--- config.mk ---
export PLATFORM = sky130hd
export DESIGN_NAME = wb_mire_writer
export DESIGN_NICKNAME = d
export VERILOG_FILES = /design/src/rtl/wb_mire_writer.sv
export SDC_FILE = /design/constraint.sdc
export NUM_CORES = 1
export LEC_CHECK = 0
export CAP_MARGIN = 20
export CELL_PAD_IN_SITES_DETAIL_PLACEMENT = 1
export CELL_PAD_IN_SITES_GLOBAL_PLACEMENT = 1
export CORE_AREA = 2 2 79 81
export DETAILED_ROUTE_END_ITERATION = 8
export DIE_AREA = 0 0 81 83
export PLACE_DENSITY_LB_ADDON = 0.3
export SKIP_CTS_REPAIR_TIMING = 1
export SYNTH_ARGS = -nofsm -noshare
export SYNTH_HDL_FRONTEND = slang
export SYNTH_SLANG_ARGS = --single-unit
--- constraint.sdc ---
create_clock -name i_clk -period 1.4 [get_ports i_clk]
set_input_delay 0.28 -clock i_clk [delete_from_list [all_inputs] [get_ports i_clk]]
set_output_delay 0.28 -clock i_clk [all_outputs]
set_load 0.02 [all_outputs]
--- src/rtl/wb_mire_writer.sv ---
// Wishbone master that fills the frame-buffer BlockRAM with the deterministic "mire" pattern.
// Optional macro MIRE_VERIFY_EN adds a full read-back pass and the o_err_cnt mismatch counter.
module wb_mire_writer #(
  parameter int NUM_WORDS = 2048,
  parameter int ADR_WIDTH = 11
) (
  input  logic                 i_clk,
  input  logic                 i_rst,
  input  logic                 i_start,
  output logic                 o_busy,
  output logic                 o_done,
  output logic [ADR_WIDTH-1:0] o_wbm_adr,
  output logic [31:0]          o_wbm_dat,
  input  logic [31:0]          i_wbm_dat,
  output logic                 o_wbm_we,
  output logic                 o_wbm_stb,
  output logic                 o_wbm_cyc,
  output logic [3:0]           o_wbm_sel,
  output logic [2:0]           o_wbm_cti,
  output logic [1:0]           o_wbm_bte,
  input  logic                 i_wbm_ack,
  input  logic                 i_wbm_err,
  input  logic                 i_wbm_rty
`ifdef MIRE_VERIFY_EN
  ,
  output logic [15:0]          o_err_cnt
`endif
);

  typedef enum logic [2:0] {
    S_IDLE,
    S_WRITE,
    S_VERIFY_REQ,
    S_VERIFY_GAP,
    S_DONE
  } state_t;

  localparam logic [ADR_WIDTH-1:0] LAST_IDX = ADR_WIDTH'(NUM_WORDS - 1);
  localparam logic [ADR_WIDTH-1:0] IDX_ONE  = ADR_WIDTH'(1);
  localparam int                   LO_W     = (ADR_WIDTH < 8) ? ADR_WIDTH : 8;

  state_t               r_state;
  state_t               w_state_nxt;
  logic [ADR_WIDTH-1:0] r_idx;
  logic [ADR_WIDTH-1:0] w_idx_nxt;
  logic [7:0]           w_lo;
  logic [31:0]          w_pattern;
  logic                 w_unused;

`ifdef MIRE_VERIFY_EN
  logic [15:0] r_err_cnt;
  logic [15:0] w_err_cnt_nxt;

  assign o_err_cnt = r_err_cnt;
  assign w_unused  = i_wbm_err ^ i_wbm_rty;
`else
  assign w_unused  = ^{i_wbm_err, i_wbm_rty, i_wbm_dat};
`endif

  // The pattern only depends on the low byte of the word index.
  assign w_lo      = 8'(r_idx[LO_W-1:0]);
  assign w_pattern = {8'h00, w_lo, ~w_lo, w_lo ^ 8'hA5};

  always_ff @(posedge i_clk) begin
    if (i_rst) begin
      r_state   <= S_IDLE;
      r_idx     <= '0;
`ifdef MIRE_VERIFY_EN
      r_err_cnt <= '0;
`endif
    end else begin
      r_state   <= w_state_nxt;
      r_idx     <= w_idx_nxt;
`ifdef MIRE_VERIFY_EN
      r_err_cnt <= w_err_cnt_nxt;
`endif
    end
  end

  always_comb begin
    w_state_nxt   = r_state;
    w_idx_nxt     = r_idx;
`ifdef MIRE_VERIFY_EN
    w_err_cnt_nxt = r_err_cnt;
`endif
    case (r_state)
      S_IDLE, S_DONE: begin
        if (i_start) begin
          w_state_nxt   = S_WRITE;
          w_idx_nxt     = '0;
`ifdef MIRE_VERIFY_EN
          w_err_cnt_nxt = '0;
`endif
        end
      end
      S_WRITE: begin
        if (i_wbm_ack) begin
          if (r_idx == LAST_IDX) begin
            w_idx_nxt   = '0;
`ifdef MIRE_VERIFY_EN
            w_state_nxt = S_VERIFY_REQ;
`else
            w_state_nxt = S_DONE;
`endif
          end else begin
            w_idx_nxt = r_idx + IDX_ONE;
          end
        end
      end
`ifdef MIRE_VERIFY_EN
      S_VERIFY_REQ: begin
        if (i_wbm_ack) begin
          if ((i_wbm_dat != w_pattern) && (r_err_cnt != 16'hFFFF)) begin
            w_err_cnt_nxt = r_err_cnt + 16'd1;
          end
          w_state_nxt = S_VERIFY_GAP;
        end
      end
      // One idle cycle so the slave's registered read ack cannot stream into the next word.
      S_VERIFY_GAP: begin
        if (r_idx == LAST_IDX) begin
          w_idx_nxt   = '0;
          w_state_nxt = S_DONE;
        end else begin
          w_idx_nxt   = r_idx + IDX_ONE;
          w_state_nxt = S_VERIFY_REQ;
        end
      end
`endif
      default: begin
        w_state_nxt = S_IDLE;
        w_idx_nxt   = '0;
      end
    endcase
  end

  assign o_wbm_stb = (r_state == S_WRITE) || (r_state == S_VERIFY_REQ);
  assign o_wbm_cyc = o_wbm_stb;
  assign o_wbm_we  = (r_state == S_WRITE);
  assign o_wbm_adr = r_idx;
  assign o_wbm_dat = o_wbm_we ? w_pattern : 32'h0;
  assign o_wbm_sel = 4'hF;
  assign o_wbm_cti = 3'b000;
  assign o_wbm_bte = 2'b00;
  assign o_busy    = (r_state == S_WRITE) || (r_state == S_VERIFY_REQ) ||
                     (r_state == S_VERIFY_GAP);
  assign o_done    = (r_state == S_DONE);

endmodule

==> results.ini, run 1 <==
[power]
irDropWorstVdd_mv=0.2859
p_per_area_mw_per_mm2=635.7
leakagePower_nw=0.9500

[clock_network]
clockRootBuffer=clkbuf_8
clock_latency_ps=240
ctsHtreeMaxLevel=1
cts_buffer_depth=2
cts_sinks=13
cts_tree=yes
cts_buffers=3
clk_pin_slew_ps=60

[placement]
port_buffers=43
dpl.cell_count=258
hpwl_microns=2507
dpl_cell_area_sq_mm=0.001604
gp_congestion=0.7521
place_ws_ps=-375.4

[global_route]
grt_pass1_vias=998
grt_pass1_wl_microns=4940
grt_overflow_total=0
grt.total_usage=0.09514
antenna_found_initial=0
grt_start_max_net_pins=12

[logic_synthesis]
synth_xor_area_frac=0.06306
synth_warnings=0
synth_area_sq_um=972.2
synth_compound_area_frac=0.09009
syn_inst=125
synth-seq-cells=13
synth_fa_ha_area_frac=0.01287
postSynthAreaPerCell_sq_um=7.777
yosys.area_share.simple=0.3024
yosysSeqAreaShare=0.2677
synth.distinct_cells=33
synth_top_family_by_area=simple AND/OR/NAND/NOR gates
synthMuxAreaShare=0

[min_path]
hold_class=reg2reg

[drt]
viasPerCell=4.008
drt-wirelength-per-cell_microns=12.58
routed_wl_microns=3320
drc_errors=0
drt_iter0_drc=28
num_vias=1058
ant_nets=0
dr.pass1.iters=4

[run_status]
status=finished with violations
violations=setup timing

[final_layout]
n_antenna_cell=0
finalInstanceArea_sq_mm=0.001846
final_nets=229
drive_gt1_frac=0.5556
final_cell_mix=buf_4, buf_6, conb_1
syn2layout_area_growth_pct=89.83
post-route-util=0.3173
layout_commonest_cell=buf_4
num-fill-cells=688
layoutNonFillerInstCount=264

[critical_path]
cp_cell_sequence=ha_4 > and4_4 > nand3b_1 > buf_4 > o221ai_4 > nor2_1
critPathKind=reg2reg
required_ps=1520
crit_fanout=8
slowest_stage=dfxtp_4
critPathMaxStageDelay_ps=380
endpoint_kind=flip-flop
worst_ep_arrival_time_ps=1630
start_kind=flip-flop

[timing]
fin_ws_ps=-109.4
skew_ps=3.847
fin_crit_sh=1.078
rsz0062_at_grt=true
fmax_ghz=0.6625
setup_viol=23
finalCriticalPeriod_ps=1509
hold_viol=0
slew_viol_final=0

[floorplanning]
die_y_microns=83
die_width_microns=81
die_area_sq_mm=0.006723
io_pins=95
rows=28
coreArea_sq_mm=0.005816
start_util=0.1672

[flow_run]
drv_cap=0

-- worst max-delay path, delay by kind of cell (launching register included) --
family	cells	cell delay, ps
AO/OA/AOI/OAI	1	310
flip-flops	1	380
AND/OR/NAND/NOR	3	390
adder cells (fa/ha/maj)	1	140
buffers and inverters	1	150
-- cells by family (layout without fill, tap and decap cells) --
| group | count (synthesis) | after routing |
|---|---|---|
| AO/OA/AOI/OAI | 12 | 12 |
| AND/OR/NAND/NOR | 55 | 55 |
| other | 2 | 17 |
| adder cells (fa/ha/maj) | 1 | 1 |
| buffers and inverters | 35 | 84 |
| XOR/XNOR | 7 | 7 |
| flip-flops | 13 | 13 |
-- metrics by stage --
step,hold slack (ps),power (W),TNS [ps]
floorplan,345.0,0.0006606,-94.78
global placement,519.9,0.0007833,-11510
detailed placement,525.6,0.0007847,-11990
CTS,540.3,0.001146,-20440
global route,603.5,0.001235,-3441
finish,542.3,0.001173,-1547
-- layer usage --
metal,share of wire,global-route usage,vias up
met5,0,0,-
met4,0.0045,0.03236,0
met3,0.070,0.02717,2
met2,0.50,0.1615,40
met1,0.42,0.1126,507
li1,-,-,509
-- area by class of cell --
cell class	instances	area (sq um)	area share
Timing Repair Buffer	77	748.2	0.4054
Multi-Input combinational cell	92	654.4	0.3546
Sequential cell	13	277.8	0.1505
Tap cell	75	93.84	0.05085
Clock buffer	4	45.04	0.02441
Inverter	2	15.01	0.008136
Timing Repair inverter	1	11.26	0.006102
-- synthesized netlist by cell type (all sizes together) --
library cell	n	area, sq um
nor3b	2	20.02
a211oi	1	7.510
nor4	4	25.02
nand3	4	20.02
nand4	3	18.77
and2	9	56.30
nand2b	1	6.260
inv	2	7.510
o21a	1	7.510
nand2	5	18.77
buf	33	241.5
ha	1	12.51
nor3	3	15.01
nor4b	1	8.760
conb	2	7.510
o221ai	1	15.01
xnor2	7	61.31
nor2	19	73.82
a31oi	2	12.51
o22ai	1	6.260
nor2b	1	6.260
o21ai	3	15.01
dfxtp	13	260.3
o311ai	1	8.760
and4	2	17.52
a21oi	1	5.000
o21ba	1	10.01
nand3b	1	7.510
-- report_power, final --
part | switching, W | internal, W | leakage (nW) | total, W
Combinational | 0.000246 | 0.000193 | 0.817 | 0.000439
Clock | 0.000150 | 0.000201 | 0.0228 | 0.000351
Sequential | 0.00000850 | 0.000374 | 0.110 | 0.000383
Total | 0.000405 | 0.000768 | 0.950 | 0.00117
-- final timing paths --
path	end	cells after the start	slack, ps	from
min	o_wbm_adr[10]	2	540	o_wbm_adr[10]
min reg2reg	o_wbm_adr[10]	2	540	o_wbm_adr[10]
max reg2reg	o_wbm_adr[4]	6	-110	o_wbm_adr[0]
max	o_wbm_adr[4]	6	-110	o_wbm_adr[0]
-- flip-flops by register name, summed over array words and instances, names as in the netlist --
| name | flops |
|---|---|
| r_state | 2 |
| o_wbm_adr | 11 |
Power figures use the tool's default switching activity.
==> inputs of run 2 (changes only) <==
CAP_MARGIN = default   (was 20)
CORE_AREA = 8 8 85 87   (was 2 2 79 81)
DIE_AREA = 0 0 93 95   (was 0 0 81 83)
PLACE_DENSITY_LB_ADDON = 0.1   (was 0.3)
==> run 2 against run 1 <==
The flow still finishes with violations (setup timing). Die area is 31% higher. Non-clock buffer count is 6 higher. Maximum frequency is 1.4% higher. Critical path depth is 1 lower. Worst hold slack worse by 5.4 ps. Cell area is 7.1% higher.
==> results.ini, run 2 (synthesis gave the netlist of run 1 again) <==
[placement]
dpl_cell_area_sq_mm=0.001589  ; was 0.001604 sq mm
hpwl_microns=2918  ; was 2507 microns
port_buffers=43  ; unchanged
gp_congestion=0.7636  ; was 0.7521
dpl.cell_count=256  ; was 258

[final_layout]
layout_commonest_cell=buf_4  ; unchanged
n_antenna_cell=0  ; unchanged
layoutNonFillerInstCount=269  ; was 264
num-fill-cells=681  ; was 688
post-route-util=0.3399  ; was 0.3173
finalInstanceArea_sq_mm=0.001977  ; was 0.001846 sq mm
syn2layout_area_growth_pct=103.3  ; was 89.83%
final_nets=234  ; was 229
largest_reg_flops=11  ; unchanged
final_cell_mix=buf_4, buf_6, conb_1  ; unchanged
drive_gt1_frac=0.6186  ; was 0.5556

[floorplanning]
die_area_sq_mm=0.008835  ; was 0.006723 sq mm
io_pins=95  ; unchanged
start_util=0.1672  ; unchanged
rows=28  ; unchanged
die_y_microns=95  ; was 83 microns
die_width_microns=93  ; was 81 microns
coreArea_sq_mm=0.005816  ; unchanged

[global_route]
grt_pass1_vias=1138  ; was 998
antenna_found_initial=0  ; unchanged
grt_overflow_total=0  ; unchanged
grt_pass1_wl_microns=5658  ; was 4940 microns
grt.total_usage=0.08159  ; was 0.09514
grt_start_max_net_pins=12  ; unchanged

[clock_network]
cts_sinks=13  ; unchanged
cts_buffer_depth=2  ; unchanged
clk_pin_slew_ps=60  ; about the same
clock_latency_ps=250  ; was 240 ps
cts_buffers=3  ; unchanged
clockRootBuffer=clkbuf_8  ; unchanged
ctsHtreeMaxLevel=1  ; unchanged
cts_tree=yes  ; unchanged

[timing]
hold_viol=0  ; unchanged
fin_ws_ps=-87.91  ; was -109.4 ps
fin_crit_sh=1.063  ; was 1.078
rsz0062_at_grt=true  ; unchanged
skew_ps=2.173  ; was 3.847 ps
finalCriticalPeriod_ps=1488  ; was 1509 ps
fmax_ghz=0.6721  ; was 0.6625 GHz
hold_ws_ps=536.9  ; was 542.3 ps
setup_viol=23  ; unchanged
slew_viol_final=0  ; unchanged

[drt]
num_vias=1070  ; was 1058
drt_iter0_drc=29  ; was 28
drc_errors=0  ; unchanged
ant_nets=0  ; unchanged
viasPerCell=3.978  ; was 4.008
dr.pass1.iters=4  ; unchanged
drt-wirelength-per-cell_microns=14.13  ; was 12.58 microns
routed_wl_microns=3802  ; was 3320 microns

[critical_path]
required_ps=1120  ; was 1520 ps
critPathKind=reg2out  ; was reg2reg
start_kind=flip-flop  ; unchanged
worst_ep_arrival_time_ps=1210  ; was 1630 ps
crit_fanout=6  ; was 8
endpoint_kind=output pin  ; was flip-flop

[run_status]
status=finished with violations  ; unchanged
violations=setup timing  ; unchanged

[min_path]
hold_class=reg2reg  ; unchanged

[power]
irDropWorstVdd_mv=0.2847  ; was 0.2859 mV
p_per_area_mw_per_mm2=612.5  ; was 635.7 mW/mm^2
leakagePower_nw=1.014  ; was 0.9500 nW

[flow_run]
drv_cap=0  ; unchanged

==> run 2: changes by cell type in the layout (fill, tap and decap cells not counted), sizes merged <==
cell,before,now
buf,62,67
clkbuf,5,4
dlymetal6s2s,11,13
inv,3,2
==> run 2: metal layers <==
| metal | global-route usage | routed length [microns] |
|---|---|---|
| met5 | 0 | 0 |
| met4 | 0.04430 | 63 |
| met3 | 0.02302 | 287 |
| met2 | 0.1385 | 1848 |
| met1 | 0.09083 | 1602 |
==> run 2: worst paths after layout <==
path                      start            end  slack (ps)  cells after the start
hold reg to reg   o_wbm_adr[10]  o_wbm_adr[10]         540                      2
setup reg to reg   o_wbm_adr[1]   o_wbm_adr[8]         -80                      6
setup / recovery     r_state[2]   o_wbm_dat[1]         -90                      5
hold / removal    o_wbm_adr[10]  o_wbm_adr[10]         540                      2
==> run 2: final cells by class <==
cell class | count | area [sq um] | share of cell area
Clock buffer | 4 | 45.04 | 0.02278
Sequential cell | 13 | 280.3 | 0.1418
Timing Repair Buffer | 83 | 817.0 | 0.4133
Tap cell | 75 | 93.84 | 0.04747
Inverter | 2 | 12.51 | 0.006329
Multi-Input combinational cell | 92 | 728.2 | 0.3684
==> run 2: metrics by stage <==
step | worst slack [ps] | power (W) | TNS [ps]
after global placement | -320.3 | 0.0007771 | -10970
after global routing | -140.1 | 0.001280 | -2756
after CTS | -635.1 | 0.001144 | -20130
after detailed placement | -355.8 | 0.0007791 | -11780
after floorplan | -25.88 | 0.0006606 | -94.78
final | -87.91 | 0.001211 | -1241
==> run 2: power by group <==
group | leakage [nW] | total, W | internal, W | switching [W]
logic | 0.881 | 0.000474 | 0.000213 | 0.000261
clock network | 0.0228 | 0.000353 | 0.000202 | 0.000152
registers | 0.111 | 0.000383 | 0.000374 | 0.00000898
total | 1.01 | 0.00121 | 0.000789 | 0.000422
==> run 2: worst max-delay path, cell delays in order, from the launching register on <==
cell and delay (ps):
dfxtp_2 320, nand2b_4 170, inv_6 60, buf_6 120
and2_4 160, buf_6 120
